$ cat config.mk
export PLATFORM = sky130hd
export DESIGN_NAME = sim_run_ctrl
export DESIGN_NICKNAME = d
export VERILOG_FILES = /design/src/rtl/sim_run_ctrl.sv
export SDC_FILE = /design/constraint.sdc
export NUM_CORES = 1
export LEC_CHECK = 0
export ABC_CLOCK_PERIOD_IN_PS = 2000
export BUFFER_PORTS_ARGS = -buffer_cell sky130_fd_sc_hd__buf_4
export CAP_MARGIN = 5
export CELL_PAD_IN_SITES_DETAIL_PLACEMENT = 1
export CELL_PAD_IN_SITES_GLOBAL_PLACEMENT = 1
export CORE_MARGIN = 1.5
export CORE_UTILIZATION = 39
export CTS_CLUSTER_DIAMETER = 200
export DETAILED_ROUTE_END_ITERATION = 10
export PLACE_DENSITY_LB_ADDON = 0.1
export SLEW_MARGIN = 10
export SYNTH_ARGS = -nofsm -noshare
export SYNTH_HDL_FRONTEND = slang
export SYNTH_SLANG_ARGS = --single-unit
$ cat constraint.sdc
create_clock -name clk -period 2 [get_ports clk]
set_input_delay 0.4 -clock clk [delete_from_list [all_inputs] [get_ports clk]]
set_output_delay 0.4 -clock clk [all_outputs]
set_load 0.03 [all_outputs]
$ cat src/rtl/sim_run_ctrl.sv
// sim_run_ctrl
// Run controller and result monitor placed around the RV32I pipeline core in
// system-level benches. It sequences the core reset and counts run and retire
// cycles. It ends the run on a halt request or when the cycle budget runs out.
// Each monitored channel is compressed into a MISR signature, so a run can be
// checked against one golden value per channel.
//
// Ports:
//   clk          - system clock, rising edge
//   reset        - asynchronous, active-low reset
//   start        - begin a run (accepted in IDLE/DONE only)
//   halt_req     - core halt indication (accepted in RUN only)
//   mon_valid    - mon_bus carries a retired result this cycle
//   mon_bus      - NUM_CH packed channels, channel k at [k*XLEN +: XLEN]
//   core_reset   - active-high reset to the core, registered
//   running      - high in RUN and DRAIN
//   done         - high in DONE
//   timeout      - high in DONE when the run ended on the cycle budget
//   cycle_count  - cycles spent in RUN+DRAIN (saturating)
//   retire_count - mon_valid pulses accepted in RUN+DRAIN (saturating)
//   signature    - per-channel MISR values, same packing as mon_bus
module sim_run_ctrl #(
    parameter int              XLEN         = 32,
    parameter int              NUM_CH       = 2,
    parameter int              CNT_W        = 16,
    parameter int              RST_CYCLES   = 2,
    parameter int              MAX_CYCLES   = 64,
    parameter int              DRAIN_CYCLES = 4,
    parameter logic [31:0]     POLY         = 32'h04C11DB7,
    parameter logic [XLEN-1:0] SEED         = '0
) (
    input  logic                     clk,
    input  logic                     reset,
    input  logic                     start,
    input  logic                     halt_req,
    input  logic                     mon_valid,
    input  logic [NUM_CH*XLEN-1:0]   mon_bus,
    output logic                     core_reset,
    output logic                     running,
    output logic                     done,
    output logic                     timeout,
    output logic [CNT_W-1:0]         cycle_count,
    output logic [CNT_W-1:0]         retire_count,
    output logic [NUM_CH*XLEN-1:0]   signature
);

    typedef enum logic [2:0] {
        S_IDLE,
        S_RST,
        S_RUN,
        S_DRAIN,
        S_DONE
    } state_t;

    // One phase counter serves both RST and DRAIN; it restarts on every
    // state change, so it is sized for the longer of the two phases.
    localparam int PMAX = (RST_CYCLES > DRAIN_CYCLES) ? RST_CYCLES : DRAIN_CYCLES;
    localparam int PW   = $clog2(PMAX + 2);

    localparam logic [PW-1:0]    RST_LAST    = PW'(RST_CYCLES - 1);
    localparam logic [PW-1:0]    DRAIN_LAST  = PW'((DRAIN_CYCLES > 0) ? DRAIN_CYCLES - 1 : 0);
    localparam logic [CNT_W-1:0] BUDGET_LAST = CNT_W'(MAX_CYCLES - 1);
    localparam logic [XLEN-1:0]  POLY_X      = XLEN'(POLY);

    state_t                  state;
    state_t                  state_nxt;
    logic [PW-1:0]           phase_cnt;
    logic                    budget_hit;
    logic                    monitor;
    logic                    launch;
    logic [NUM_CH*XLEN-1:0]  sig_nxt;

    function automatic logic [CNT_W-1:0] sat_inc(input logic [CNT_W-1:0] v);
        return (&v) ? v : v + 1'b1;
    endfunction

    function automatic logic [XLEN-1:0] misr_step(input logic [XLEN-1:0] sig,
                                                  input logic [XLEN-1:0] data);
        return ((sig << 1) ^ (sig[XLEN-1] ? POLY_X : '0)) ^ data;
    endfunction

    // ---- state register ----
    always_ff @(posedge clk or negedge reset) begin
        if (!reset) begin
            state <= S_IDLE;
        end else begin
            state <= state_nxt;
        end
    end

    // ---- next-state decode ----
    always_comb begin
        state_nxt  = state;
        budget_hit = 1'b0;
        case (state)
            S_IDLE, S_DONE: begin
                if (start) state_nxt = S_RST;
            end
            S_RST: begin
                if (phase_cnt == RST_LAST) state_nxt = S_RUN;
            end
            S_RUN: begin
                // halt wins over the budget when both land on the same cycle
                if (halt_req) begin
                    state_nxt = (DRAIN_CYCLES == 0) ? S_DONE : S_DRAIN;
                end else if (cycle_count == BUDGET_LAST) begin
                    state_nxt  = S_DONE;
                    budget_hit = 1'b1;
                end
            end
            S_DRAIN: begin
                if (phase_cnt == DRAIN_LAST) state_nxt = S_DONE;
            end
            default: state_nxt = S_IDLE;
        endcase
    end

    assign monitor = (state == S_RUN) || (state == S_DRAIN);
    assign launch  = start && ((state == S_IDLE) || (state == S_DONE));

    // ---- MISR update per channel ----
    always_comb begin
        sig_nxt = signature;
        for (int k = 0; k < NUM_CH; k++) begin
            sig_nxt[k*XLEN +: XLEN] = misr_step(signature[k*XLEN +: XLEN],
                                                mon_bus[k*XLEN +: XLEN]);
        end
    end

    // ---- registered outputs, counters and signatures ----
    always_ff @(posedge clk or negedge reset) begin
        if (!reset) begin
            phase_cnt    <= '0;
            core_reset   <= 1'b1;
            running      <= 1'b0;
            done         <= 1'b0;
            timeout      <= 1'b0;
            cycle_count  <= '0;
            retire_count <= '0;
            signature    <= {NUM_CH{SEED}};
        end else begin
            if (state_nxt != state) begin
                phase_cnt <= '0;
            end else if ((state == S_RST) || (state == S_DRAIN)) begin
                phase_cnt <= phase_cnt + 1'b1;
            end

            // Outputs follow the state being entered so they line up with it.
            core_reset <= !((state_nxt == S_RUN) || (state_nxt == S_DRAIN));
            running    <= (state_nxt == S_RUN) || (state_nxt == S_DRAIN);
            done       <= (state_nxt == S_DONE);

            if (launch) begin
                timeout      <= 1'b0;
                cycle_count  <= '0;
                retire_count <= '0;
                signature    <= {NUM_CH{SEED}};
            end else begin
                if (monitor) begin
                    cycle_count <= sat_inc(cycle_count);
                end
                if (monitor && mon_valid) begin
                    retire_count <= sat_inc(retire_count);
                    signature    <= sig_nxt;
                end
                if (budget_hit) begin
                    timeout <= 1'b1;
                end
            end
        end
    end

endmodule
==> results of run 1 <==
## power by group through the flow
stage	clock, mW	sequential (mW)	combinational, mW
after floorplan	0	4.77	2.35
after global placement	0	3.62	5.32
after detailed placement	0	3.68	5.45
after CTS	2.11	3.64	5.54
after global routing	2.19	3.75	6.00
final	2.07	3.64	5.51
## state kept, by name, indices dropped and copies added (netlist names)
signal        count
cycle_count      16
phase_cnt         3
core_reset        1
signature        64
state             3
timeout           1
running           1
done              1
retire_count     16
## worst paths after layout
kind	to	slack, ns	depth (start not counted)
min in group asynchronous	signature[19]	0.51	2
min reg2reg	retire_count[0]	0.51	1
max	cycle_count[9]	0.13	4
max in group asynchronous	retire_count[0]	0.92	3
max reg2reg	cycle_count[9]	0.13	4
min	state[0]	0.29	2
## Yosys cell counts (4+ instances only)
cell type	number	area, um^2
a21oi_1	36	180
a31oi_1	4	25.0
and3_1	5	31.3
clkbuf_1	26	97.6
dfrtp_1	105	2630
ha_1	5	62.6
inv_1	6	22.5
mux2i_1	17	170
nand2_1	112	420
nand2b_1	8	50.1
nand3_1	12	60.1
nand4_1	12	75.1
nor2_1	8	30.0
nor3_1	12	60.1
nor4_1	8	50.1
o21ai_0	52	260
or3_1	6	37.5
or4_1	6	45.0
xnor2_1	86	753
xor2_1	5	43.8
## layout by cell type (no fill, tap or decap), types with 3 or more instances in the layout
cell and n:
xor2_1 5, mux2i_1 17, nand3_1 12, a21oi_1 36
a31oi_1 4, o21ai_0 52, nor2_1 7, or3_1 5
nand4_1 12, and3_1 5, buf_4 190, dfrtp_1 103
xnor2_1 86, nor3_1 12, nor4_1 7, inv_1 6
nand2_1 112, nand2b_1 8, or4_1 5, bufinv_16 3
ha_1 4, nor4b_1 3, and4_1 3, clkbuf_16 9
o31ai_1 3
## cells by family (layout without fill, tap and decap cells)
logic type,count (synthesis),count (layout)
compound gates,109,109
simple gates,211,212
fa+ha+maj,5,5
flops,106,106
xor+xnor,91,91
buf+inv,38,215
mux,17,17
## per-layer routing
metal / wire (um) / part of all wire (%) / vias up / GRT usage, %
met4: 223 / 1.4 / 0 / 7.28
met2: 7800 / 48 / 126 / 36.2
met5: 0 / 0 / - / 0
met1: 7670 / 47 / 2491 / 30.8
li1: - / - / 2327 / -
met3: 719 / 4.4 / 14 / 2.62
## stage by stage
step / cell area [um^2] / worst slack [ns] / total power [mW] / std cells / utilization (%)
finish: 7460 / 0.127 / 11.2 / 935 / 54.0
global route: 7460 / 0.00877 / 11.9 / 935 / 54.0
CTS: 7430 / 0.0488 / 11.3 / 935 / 53.8
detailed placement: 7070 / 0.00398 / 9.13 / 917 / 51.1
global placement: 7070 / 0.115 / 8.94 / 917 / 51.1
floorplan: 5510 / 0.00216 / 7.13 / 577 / -
## cell type report
| cell class | count | area (um^2) | share of cell area, % |
|---|---|---|---|
| well taps | 180 | 225 | 3.02 |
| clock inverters | 5 | 103 | 1.37 |
| multi-input cells | 434 | 2740 | 36.7 |
| inverters | 6 | 22.5 | 0.302 |
| clock buffers | 11 | 243 | 3.25 |
| flip-flops and latches | 106 | 2660 | 35.6 |
| repair buffers | 193 | 1480 | 19.8 |
## worst register-to-register path, cell delays in order (launching register included)
cell      delay [ns]
dfrtp_1         0.43
nand3b_1        0.21
or4_4           0.55
or4_1           0.42
a21oi_1         0.18
## repair_timing
| action | CTS | global route |
|---|---|---|
| endpoints found under the setup margin | 3 | 33 |
| pin swaps | 1 | 1 |
| gates resized for setup | 1 | 6 |
| endpoints found under the hold margin | 24 | 0 |
| cloned | 1 | 0 |
| hold buffers | 1 | 0 |
==> reports/metrics.yaml, run 1 <==
routedWlPerCell_um: 17.5
power.leakage_nw: 3.39
cts_buffers: 9
drc: 0
synth_seq_area_share_pct: 48.2
num_rows: 43
synth-seq-cells: 106
ctsHtreeMaxLevel: 3
synth_top_family_by_area: "simple AND/OR/NAND/NOR gates"
ir_drop_v: 0.000438
fin_crit_ns: 1.87
overflow: 0
grt_pass1_wl_um: 25900
n_fill_cell: 1584
core_mm2: 0.0138
synth_cell_types: 51
min_from: "halt_req"
cap_viol_max_count: 0
required_ns: 2.27
crit_type: "reg2reg"
pwr-share-comb_pct: 49.1
die_y_um: 122
synth_xor_area_share_pct: 14.5
first_iter_violations: 210
hold_viol: 0
num_antenna_cells: 0
r2r-start: "state[2]"
drt-pass1-iter-count: 4
fp.dieW_um: 122
ios: 169
setup_viol: 0
path_cells: "nand3b_1, or4_4, or4_1, a21oi_1"
drv_slew: 0
grt_antenna_before_repair: 0
fin_skew_ns: 0.00937
critPathBufInv: 0
cts_setup_buffers: 0
min-delay-path-class: "in2reg"
critPathSlowestCell: "or4_4"
status: "completed"
avgSynthCellArea_um2: 9.54
port_buffers: 168
startpoint: "state[2]"
areaGrowthSynthToFinish_pct: 35.5
synth_compound_area_share_pct: 11.1
worst_pin_slew_ns: 0.669
synth_cells: 577
slowest_delay_ns: 0.55
p_switching_mw: 4.87
place.gp.congestion: 0.812
num_vias: 4958
start_kind: "flip-flop"
clk_latency_ns: 0.36
synthAdderAreaFrac_pct: 1.14
clock_sinks: 106
cp_max_fo: 8
async_flop_share_pct: 100
synth_warnings: 0
holdWs_ns: 0.291
cp.arrival_ns: 2.15
pwr-share-seq_pct: 32.4
grt_pass1_vias: 5065
power.internal_mw: 6.34
synth_edf_count: 0
tns_ns: 0
grt_setup_unrepaired: "no"
root_buffer: "clkbuf_16"
start_util_pct: 39.8
drive_gt1_share_pct: 29.5
fmax_mhz: 534
fin_nets: 824
antenna_left: 0
swShare_pct: 43.5
synth.mux.area_fraction_pct: 3.09
syn_area_mm2: 0.00551
hpwl_um: 11400
critPathTopFamily: "simple AND/OR/NAND/NOR gates"
grt_usage_pct: 22.2
synth_fp_nets: 651
yosys.area_share.simple_pct: 19.0
slew_headroom_pct: 55.3
grt_start_max_net_pins: 42
synth_ff_type: "dfrtp_1"
cts_tree: "done"
path_clk_slew_ns: 0.07
period_share_pct: 93.6
p_clk_share_pct: 18.5
dieArea_mm2: 0.0148
p_per_area_mw_per_mm2: 1500
clock_path_buffers: 2
vias_per_cell: 5.30
crit_path_end_kind: "flip-flop"
wl_um: 16400
Power figures use the tool's default switching activity.
==> inputs of run 2 (changes only) <==
Settings changed: GPL_TIMING_DRIVEN from default to 0, SLEW_MARGIN 10 to default.
==> run 2 against run 1 <==
Against the previous run: routed wire length increased by 0.35%; non-clock buffer count increased by 10; fmax decreased by 5.1%; sequential share of layout area increased by 0.17 points; critical path type unchanged; critical endpoint unchanged; highest routed layer unchanged.
==> reports/metrics.yaml, run 2 (synthesis results as in run 1) <==
start_util_pct: 39.8
min-delay-path-class: "in2async"
p_clk_share_pct: 15.5
fin_skew_ns: 0.00738
most-common-layout-cells: "buf_4 (173), nand2_1 (112), dfrtp_1 (97)"
cp_max_fo: 8
placed_cells: 926
fmax_mhz: 507
power.internal_mw: 5.98
crit_type: "reg2reg"
cts_tree: "done"
p_switching_mw: 4.90
ctsHtreeMaxLevel: 3
start_kind: "flip-flop"
root_buffer: "clkbuf_16"
worst_pin_slew_ns: 0.725
setup_viol: 0
fin_util_pct: 53.9
ff_latch_area_mm2: 0.00266
num_rows: 43
wl_um: 16500
holdWs_ns: 0.0152
regMostFlops: "signature"
hpwl_um: 11900
hold_viol: 0
fin_crit_ns: 1.97
vias_per_cell: 5.26
antenna_left: 0
place.gp.congestion: 0.791
cp.arrival_ns: 2.26
period_share_pct: 98.6
port_buffers: 168
crit_path_end_kind: "flip-flop"
layout_commonest_cell: "buf_4"
grt_start_max_net_pins: 69
num_vias: 4966
top_regs: "signature: 64 flops, cycle_count: 16 flops, retire_count: 16 flops"
overflow: 0
first_iter_violations: 184
largest_reg_flops: 64
ios: 169
holdBufCountCts: 0
clock_path_buffers: 2
grt_pass1_vias: 5053
drv_slew: 0
n_fill_cell: 1585
pwr-share-comb_pct: 51.5
finalNonFillerCells: 944
status: "completed"
core_mm2: 0.0138
fp.dieW_um: 122
grt_antenna_before_repair: 0
drt-pass1-iter-count: 4
post-route-cell-area_mm2: 0.00745
swShare_pct: 45.0
required_ns: 2.28
areaGrowthSynthToFinish_pct: 35.3
slew_headroom_pct: 51.7
fin_nets: 833
p_per_area_mw_per_mm2: 1460
pwr-share-seq_pct: 32.9
drc: 0
power.leakage_nw: 3.35
dpl-instance-area_mm2: 0.00702
num_antenna_cells: 0
grt_setup_unrepaired: "yes"
worstRegToRegCells: 5
ir_drop_v: 0.000529
clock_sinks: 106
routedWlPerCell_um: 17.4
multi_input_area_mm2: 0.00279
cts_buffers: 9
tns_ns: 0
dieArea_mm2: 0.0148
cap_viol_max_count: 0
grt_pass1_wl_um: 26000
path_clk_slew_ns: 0.07
grt_usage_pct: 22.4
clk_latency_ns: 0.35
r2r-start: "state[2]"
startpoint: "state[2]"
die_y_um: 122
drive_gt1_share_pct: 30.5
run 2: changes by cell type in the layout (fill, tap and decap cells not counted), sizes merged:
cell	change
clkbuf	+25
buf	-14
bufinv	-3
clkinv	+2
clkinvlp	+1
dlygate4sd3	-1
nor2	-1
run 2: routing by layer:
metal  wire length [um]  up-vias  GRT usage (%)
li1                   -     2363              -
met1               7500     2458           29.8
met2               7890      130           37.7
met3                803       15           3.04
met4                272        0           7.65
met5                  0        -              0
run 2: worst max-delay path, stage by stage, from the launching register on:
cell	delay, ns
dfrtp_2	0.45
nand3b_1	0.19
or4_1	0.50
buf_2	0.19
or4_1	0.41
a21oi_1	0.16
run 2: power groups by stage:
| stage | Clock [mW] | Sequential, mW | Combinational, mW |
|---|---|---|---|
| 2_1_floorplan | 0 | 4.77 | 2.35 |
| 3_3_place_gp | 0 | 3.59 | 5.43 |
| 3_5_place_dp | 0 | 3.63 | 5.55 |
| 4_1_cts | 1.73 | 3.59 | 5.66 |
| 5_1_grt | 1.81 | 3.69 | 6.14 |
| 6_report | 1.69 | 3.59 | 5.61 |
run 2: layout make-up:
cell class / count / share of cell area (%)
Multi-Input combinational cell: 433 / 37.4
Sequential cell: 106 / 35.8
Timing Repair Buffer: 174 / 17.8
Clock buffer: 11 / 3.12
Tap cell: 180 / 3.02
Buffer: 29 / 1.98
Clock inverter: 5 / 0.554
Inverter: 6 / 0.302
run 2: path summary, 6_finish.rpt:
kind / slack, ns / endpoint
max in group asynchronous: 1.24 / core_reset
min in group clk: 0.29 / state[0]
setup reg to reg: 0.03 / cycle_count[9]
setup / recovery: 0.03 / cycle_count[9]
hold / removal: 0.02 / signature[19]
hold reg to reg: 0.52 / retire_count[0]
run 2: timing repair:
| item | in CTS | in global routing |
|---|---|---|
| setup buffers | 3 | 2 |
| pin swaps | 0 | 2 |
| setup endpoints to repair | 66 | 71 |
| resized for setup | 12 | 36 |
run 2: through the flow:
step                power (mW)  setup slack [ns]
finish                    10.9            0.0270
global route              11.6           -0.0393
CTS                       11.0           0.00223
detailed placement        9.19            -0.495
global placement          9.01            -0.475
floorplan                 7.13           0.00216
